File: src/rtl/rom_loader_pipe.sv
// rom_loader_pipe: copies a programmable number of words from Flash to SDRAM through a small FIFO
module rom_loader_pipe #(
  parameter int DW          = 16,
  parameter int FL_AW       = 23,
  parameter int RAM_AW      = 25,
  parameter int LEN_W       = 23,
  parameter int FIFO_DEPTH  = 4,
  parameter int SRC_BASE    = 0,
  parameter int DST_BASE    = 0,
  parameter int AUTO_START  = 1,
  parameter int DEFAULT_LEN = 4194304,
  parameter int BYTE_SWAP   = 0
) (
  input  logic              iclk,
  input  logic              ireset_n,
  input  logic              istart,
  input  logic [LEN_W-1:0]  ilength,
  input  logic              iabort,
  output logic              oloading,
  output logic              odone,
  output logic              oaborted,
  output logic [15:0]       ochecksum,
  input  logic              irom_load_wait,
  output logic              orom_load_wr,
  output logic [RAM_AW-1:0] oram_addr,
  output logic [DW-1:0]     oram_wrdata,
  output logic [FL_AW-1:0]  ofl_addr,
  input  logic [DW-1:0]     ifl_data,
  output logic              ofl_req,
  input  logic              ifl_ack
);
  localparam int AW = $clog2(FIFO_DEPTH);
  localparam logic [AW:0] FULL = (AW+1)'(FIFO_DEPTH);
  typedef enum logic [1:0] {IDLE, RUN, DRAIN, DONE} state_t;
  typedef enum logic [1:0] {W_IDLE, W_STROBE, W_WAIT} wstate_t;
  state_t state, state_nx;
  wstate_t wstate, wstate_nx;
  logic booted, pend;
  logic [LEN_W-1:0] len, rd_cnt, wr_cnt, start_len;
  logic [DW-1:0] mem [FIFO_DEPTH];
  logic [AW-1:0] wr_ptr, rd_ptr;
  logic [AW:0] count;
  logic [DW-1:0] head, word;
  logic auto_go, start, go, fl_done, issue, push, pop, drain_ok;
  assign auto_go   = AUTO_START != 0 && !booted;
  assign start     = auto_go || (istart && (state == IDLE || state == DONE));
  assign start_len = auto_go ? LEN_W'(DEFAULT_LEN) : ilength;
  assign go        = state == RUN && !iabort;
  assign fl_done   = pend && (ifl_ack == ofl_req);
  assign issue     = go && !pend && rd_cnt < len && count < FULL;
  assign push      = fl_done && state == RUN;
  assign pop       = go && wstate == W_IDLE && count != '0 && !irom_load_wait;
  assign drain_ok  = state == DRAIN && !pend && wstate == W_IDLE;
  assign head      = mem[rd_ptr];
  assign word      = BYTE_SWAP != 0 ? {head[DW/2-1:0], head[DW-1:DW/2]} : head;
  assign oloading     = state == RUN || state == DRAIN;
  assign odone        = state == DONE;
  assign orom_load_wr = wstate == W_STROBE;
  // control and write-engine state registers
  always_ff @(posedge iclk or negedge ireset_n) begin
    if (!ireset_n) begin
      state  <= IDLE;
      wstate <= W_IDLE;
    end else begin
      state  <= state_nx;
      wstate <= wstate_nx;
    end
  end
  // next-state: abort beats completion in RUN; start only from IDLE/DONE
  always_comb begin
    state_nx = state;
    wstate_nx = wstate;
    state_nx = start ? (start_len == '0 ? DONE : RUN)
             : (state == RUN && iabort) ? DRAIN
             : (state == RUN && wr_cnt == len && wstate == W_IDLE) ? DONE
             : drain_ok ? DONE : state;
    wstate_nx = pop ? W_STROBE
              : wstate == W_STROBE ? W_WAIT
              : (wstate == W_WAIT && !irom_load_wait) ? W_IDLE : wstate;
  end
  // counters, Flash handshake, SDRAM write registers and checksum
  always_ff @(posedge iclk or negedge ireset_n) begin
    if (!ireset_n) begin
      booted      <= 1'b0;
      pend        <= 1'b0;
      len         <= '0;
      rd_cnt      <= '0;
      wr_cnt      <= '0;
      oaborted    <= 1'b0;
      ochecksum   <= '0;
      oram_addr   <= '0;
      oram_wrdata <= '0;
      ofl_addr    <= '0;
      ofl_req     <= 1'b0;
    end else begin
      booted <= 1'b1;
      if (start) begin
        len       <= start_len;
        rd_cnt    <= '0;
        wr_cnt    <= '0;
        ochecksum <= '0;
        oaborted  <= 1'b0;
      end
      if (issue) begin
        ofl_addr <= FL_AW'(SRC_BASE) + (FL_AW'(rd_cnt) << 1);
        ofl_req  <= ~ifl_ack;
        pend     <= 1'b1;
      end
      if (fl_done) pend <= 1'b0;
      if (push) rd_cnt <= rd_cnt + LEN_W'(1);
      if (pop) begin
        oram_addr   <= RAM_AW'(DST_BASE) + (RAM_AW'(wr_cnt) << 1);
        oram_wrdata <= word;
      end
      if (wstate == W_STROBE) ochecksum <= ochecksum + 16'(oram_wrdata);
      if (wstate == W_WAIT && !irom_load_wait) wr_cnt <= wr_cnt + LEN_W'(1);
      if (drain_ok) oaborted <= 1'b1;
    end
  end
  // word FIFO; a drain flush discards whatever was read ahead
  always_ff @(posedge iclk or negedge ireset_n) begin
    if (!ireset_n) begin
      wr_ptr <= '0;
      rd_ptr <= '0;
      count  <= '0;
      for (int i = 0; i < FIFO_DEPTH; i++) mem[i] <= '0;
    end else if (drain_ok) begin
      wr_ptr <= '0;
      rd_ptr <= '0;
      count  <= '0;
    end else begin
      if (push) begin
        mem[wr_ptr] <= ifl_data;
        wr_ptr <= wr_ptr + AW'(1);
      end
      if (pop) rd_ptr <= rd_ptr + AW'(1);
      count <= count + (AW+1)'(push) - (AW+1)'(pop);
    end
  end
endmodule

File: config.mk
export PLATFORM = sky130hd
export DESIGN_NAME = rom_loader_pipe
export DESIGN_NICKNAME = d
export VERILOG_FILES = /design/src/rtl/rom_loader_pipe.sv
export SDC_FILE = /design/constraint.sdc
export NUM_CORES = 1
export LEC_CHECK = 0
export CORE_MARGIN = 2
export CORE_UTILIZATION = 30
export CTS_BUF_LIST = sky130_fd_sc_hd__clkbuf_8
export DETAILED_ROUTE_END_ITERATION = 10
export GPL_TIMING_DRIVEN = 0
export SYNTH_ARGS = -nofsm -noshare
export SYNTH_HDL_FRONTEND = slang
export SYNTH_SLANG_ARGS = --single-unit
File: constraint.sdc
create_clock -name iclk -period 5.8 [get_ports iclk]
set_clock_uncertainty 0.1 [all_clocks]
set_input_delay 0.87 -clock iclk [delete_from_list [all_inputs] [get_ports iclk]]
set_output_delay 0.87 -clock iclk [all_outputs]
set_load 0.02 [all_outputs]
==> out/results.txt <==
In this run the remaining antenna-violating nets after routing total 0. The number of hold buffers added after CTS was 0. The tools report the worst slew margin relative to its limit as 0.306. The H-tree was split into 2 levels.

For the worst flop-to-flop path, the logic depth is 13. The synthesized cell area came out at 0.0112 mm2. The worst setup path is captured at a flop. The logs give 0 for the total DRC errors in the routed layout and 0 for the number of hold-slack violations in the final timing report.

The first routing iteration left 474 violations. Routability-driven placement finished with a final weighted congestion of 0.842. The run gives 41 as the number of buffers created by CTS. The slew at the pin closest to its max-slew limit was 1.04 ns; the post-synthesis register bit count was 225. The total routing resource utilization after global routing is 0.151, and the maximum fanout encountered on the critical timing path is 10. The run gives 0.0367 mm2 as the placeable core region. Total cell area at the placement stage: 0.0131 mm2.

Post-synthesis cell type count: 64. The maximum buffer depth of the clock tree was 3. The logs give 45800 um for the first-pass GRT wire length and 8182 for the number of global-route vias before repair. The clock net in this run drives a total of 225 sinks.

At the worst endpoint, the required time is 6.10 ns. The fraction of layout instances using a drive strength above 1 was 0.181. The tools report the number of instances in the synthesized netlist as 970. The die footprint was 0.0389 mm2. The die is 197 um wide. TritonCTS built the clock tree.

The final count of pins violating max slew is 0. The tools report the area of all placed cells without fillers as 0.0139 mm2. The run gives 6.46 nW as the static leakage. The tool flagged a number of max-cap violations equal to 0. During placement, the flow inserted port buffers numbering 126.

Clock tree root driver cell: sky130_fd_sc_hd__clkbuf_8. Setup repair after global routing left no endpoint under its margin. The floorplan has 70 rows. Once the clock tree was built, the setup fixing pass inserted 0 buffers.

Entering global routing, the biggest net connects 87 pins. The clock period could shrink to 3.69 ns. Power spread over the standard cell area amounts to 366 mW/mm2.

The finished layout holds 1640 standard cells, fillers aside. The achievable clock frequency came out at 271 MHz. For the overall overflow remaining after global route, the log shows 0. The ratio of final minimum period to clock period is 0.636.

Vertical extent of the die: 197 um. The kind of critical path was flop to flop. Counting flops with a built-in enable in the synthesized netlist gives 0. The routed layout has 8058 vias. After detailed routing, the total wire length is 28700 um.

The flow ran to the end, and the final reports show no timing, DRC or antenna violations. The tightest min-delay check is of the input port to async pin type. The initial antenna violation count came out at 1. The kind of start point of the critical path is a flop. The run gives 0 as the number of warning messages in the yosys log. In this run, placement finished with an instance count of 1568.

Compared with the post-synthesis result, the final layout area differs by 24.4%. The quantity of gates resized following cts is 0, and the setup-violating endpoint count in the final report is 0. The register area share after synthesis was 0.503; the number of ports placed on the die boundary was 130. In the synthesized netlist the dominant register cell turns out to be sky130_fd_sc_hd__dfrtp_1. The mean routed wirelength per cell is 17.5 um. Detailed placement ended at an HPWL of 20900 um. 0 antenna diodes ended up in the layout. The run gives 3.99 ns as the data arrival time at the worst-slack endpoint. The CTS clock-pin slew for the worst setup and hold paths came out at 0.06 ns. Share of flip-flops with an asynchronous set or reset: 1.00.

The initial core utilization is 0.305. The utilization of the core after routing was 0.380; the worst hold slack was 0.146 ns. Averaged over all synthesized cells, the footprint is 11.5 um2. Using the TritonRoute via totals, the vias-per-cell ratio works out to 4.91.

The number of nets in the final layout came out at 1238. The first TritonRoute pass finished after 5 iterations. VDD sags by at most 0.249 mV. At the later pin of the worst-skew pair, clock insertion delay measures 0.55 ns.
[cell type report]
cell class / instances / area, um2
plain buffers: 42 / 203
clock buffers: 52 / 716
clock inverters: 20 / 109
fillers: 3563 / 22800
inverters: 34 / 128
multi-input cells: 671 / 5250
flip-flops and latches: 225 / 5630
well taps: 468 / 586
repair buffers: 128 / 1320
[critical path: stages (launching register included)]
cell and delay [ns]:
sky130_fd_sc_hd__dfrtp_1 0.40, sky130_fd_sc_hd__inv_1 0.08, sky130_fd_sc_hd__ha_1 0.29, sky130_fd_sc_hd__nand2b_1 0.15
sky130_fd_sc_hd__nor4b_2 0.80, sky130_fd_sc_hd__buf_2 0.45, sky130_fd_sc_hd__ha_1 0.29, sky130_fd_sc_hd__inv_1 0.05
sky130_fd_sc_hd__ha_1 0.13, sky130_fd_sc_hd__inv_1 0.05, sky130_fd_sc_hd__fa_1 0.37, sky130_fd_sc_hd__xor2_1 0.18
sky130_fd_sc_hd__xnor2_1 0.14, sky130_fd_sc_hd__nor2_1 0.05
[worst paths after layout]
| kind | slack (ns) | end | start |
|---|---|---|---|
| worst min-delay path | 0.15 | mem[18] | ireset_n |
| min in group iclk | 0.38 | oaborted | oaborted |
| worst max-delay path | 2.11 | count[2] | state[1] |
| worst max register to register | 2.11 | count[2] | state[1] |
| max in group asynchronous | 4.66 | rd_cnt[13] | ireset_n |
| worst min register to register | 0.38 | oaborted | oaborted |
[kinds of logic (layout without fill, tap and decap cells)]
family,count (synthesis),count (layout),synth area share
AOI/OAI and AO/OA,168,168,0.0948
and+or+nand+nor,253,253,0.113
other,2,4,0.000670
buffers and inverters,76,276,0.0295
DFF,225,225,0.503
adders and majority gates,50,50,0.0572
muxes,154,154,0.169
xor gates and xnor gates,42,42,0.0328
[registers in the layout, indices dropped and copies added, names as in the netlist, 2 cells and up]
register and count:
count 3, len 23, mem 64, ochecksum 16
ofl_addr 22, oram_addr 23, oram_wrdata 16, rd_cnt 23
rd_ptr 2, state 2, wr_cnt 23, wr_ptr 2
wstate 2
[routing by layer]
| layer | global-route usage | part of all wire |
|---|---|---|
| met1 | 0.209 | 0.46 |
| met2 | 0.231 | 0.45 |
| met3 | 0.0393 | 0.070 |
| met4 | 0.0446 | 0.019 |
| met5 | 0 | 0.00056 |
[cells in the final DEF (no fill, tap or decap), drive strengths merged, types with 32 or more instances in the layout]
cell type / instances
nand3: 35
ha: 48
inv: 49
clkdlybuf4s50: 125
clkbuf: 72
dfrtp: 225
o21ai: 64
nand2: 111
mux2: 125
nor2: 32
[cells in the mapped netlist, drive strengths merged (16+ instances only)]
cell | n | area (um2)
a21boi | 24 | 180
a21oi | 24 | 120
buf | 22 | 128
clkbuf | 20 | 75.1
dfrtp | 225 | 5630
ha | 48 | 601
inv | 34 | 128
mux2 | 125 | 1410
mux4 | 16 | 360
nand2 | 111 | 419
nand3 | 35 | 180
nand4 | 20 | 131
nor2 | 32 | 138
o21ai | 64 | 320
xnor2 | 16 | 140
xor2 | 26 | 228
[through the flow]
| stage | total power [mW] | setup slack [ns] | TNS [ns] |
|---|---|---|---|
| after global routing | 5.43 | 1.85 | 0 |
| after floorplan | 3.10 | 2.63 | 0 |
| after detailed placement | 3.64 | 1.54 | 0 |
| final | 5.10 | 2.11 | 0 |
| after global placement | 3.60 | -6.04 | -1354.11 |
| after CTS | 5.19 | 2.11 | 0 |
[where the power goes]
group	switching [mW]	total, mW	internal, mW
clock	0.664	1.51	0.846
combinational	0.715	1.47	0.751
sequential	0.231	2.13	1.90
total	1.61	5.10	3.49
Power figures use the tool's default switching activity.
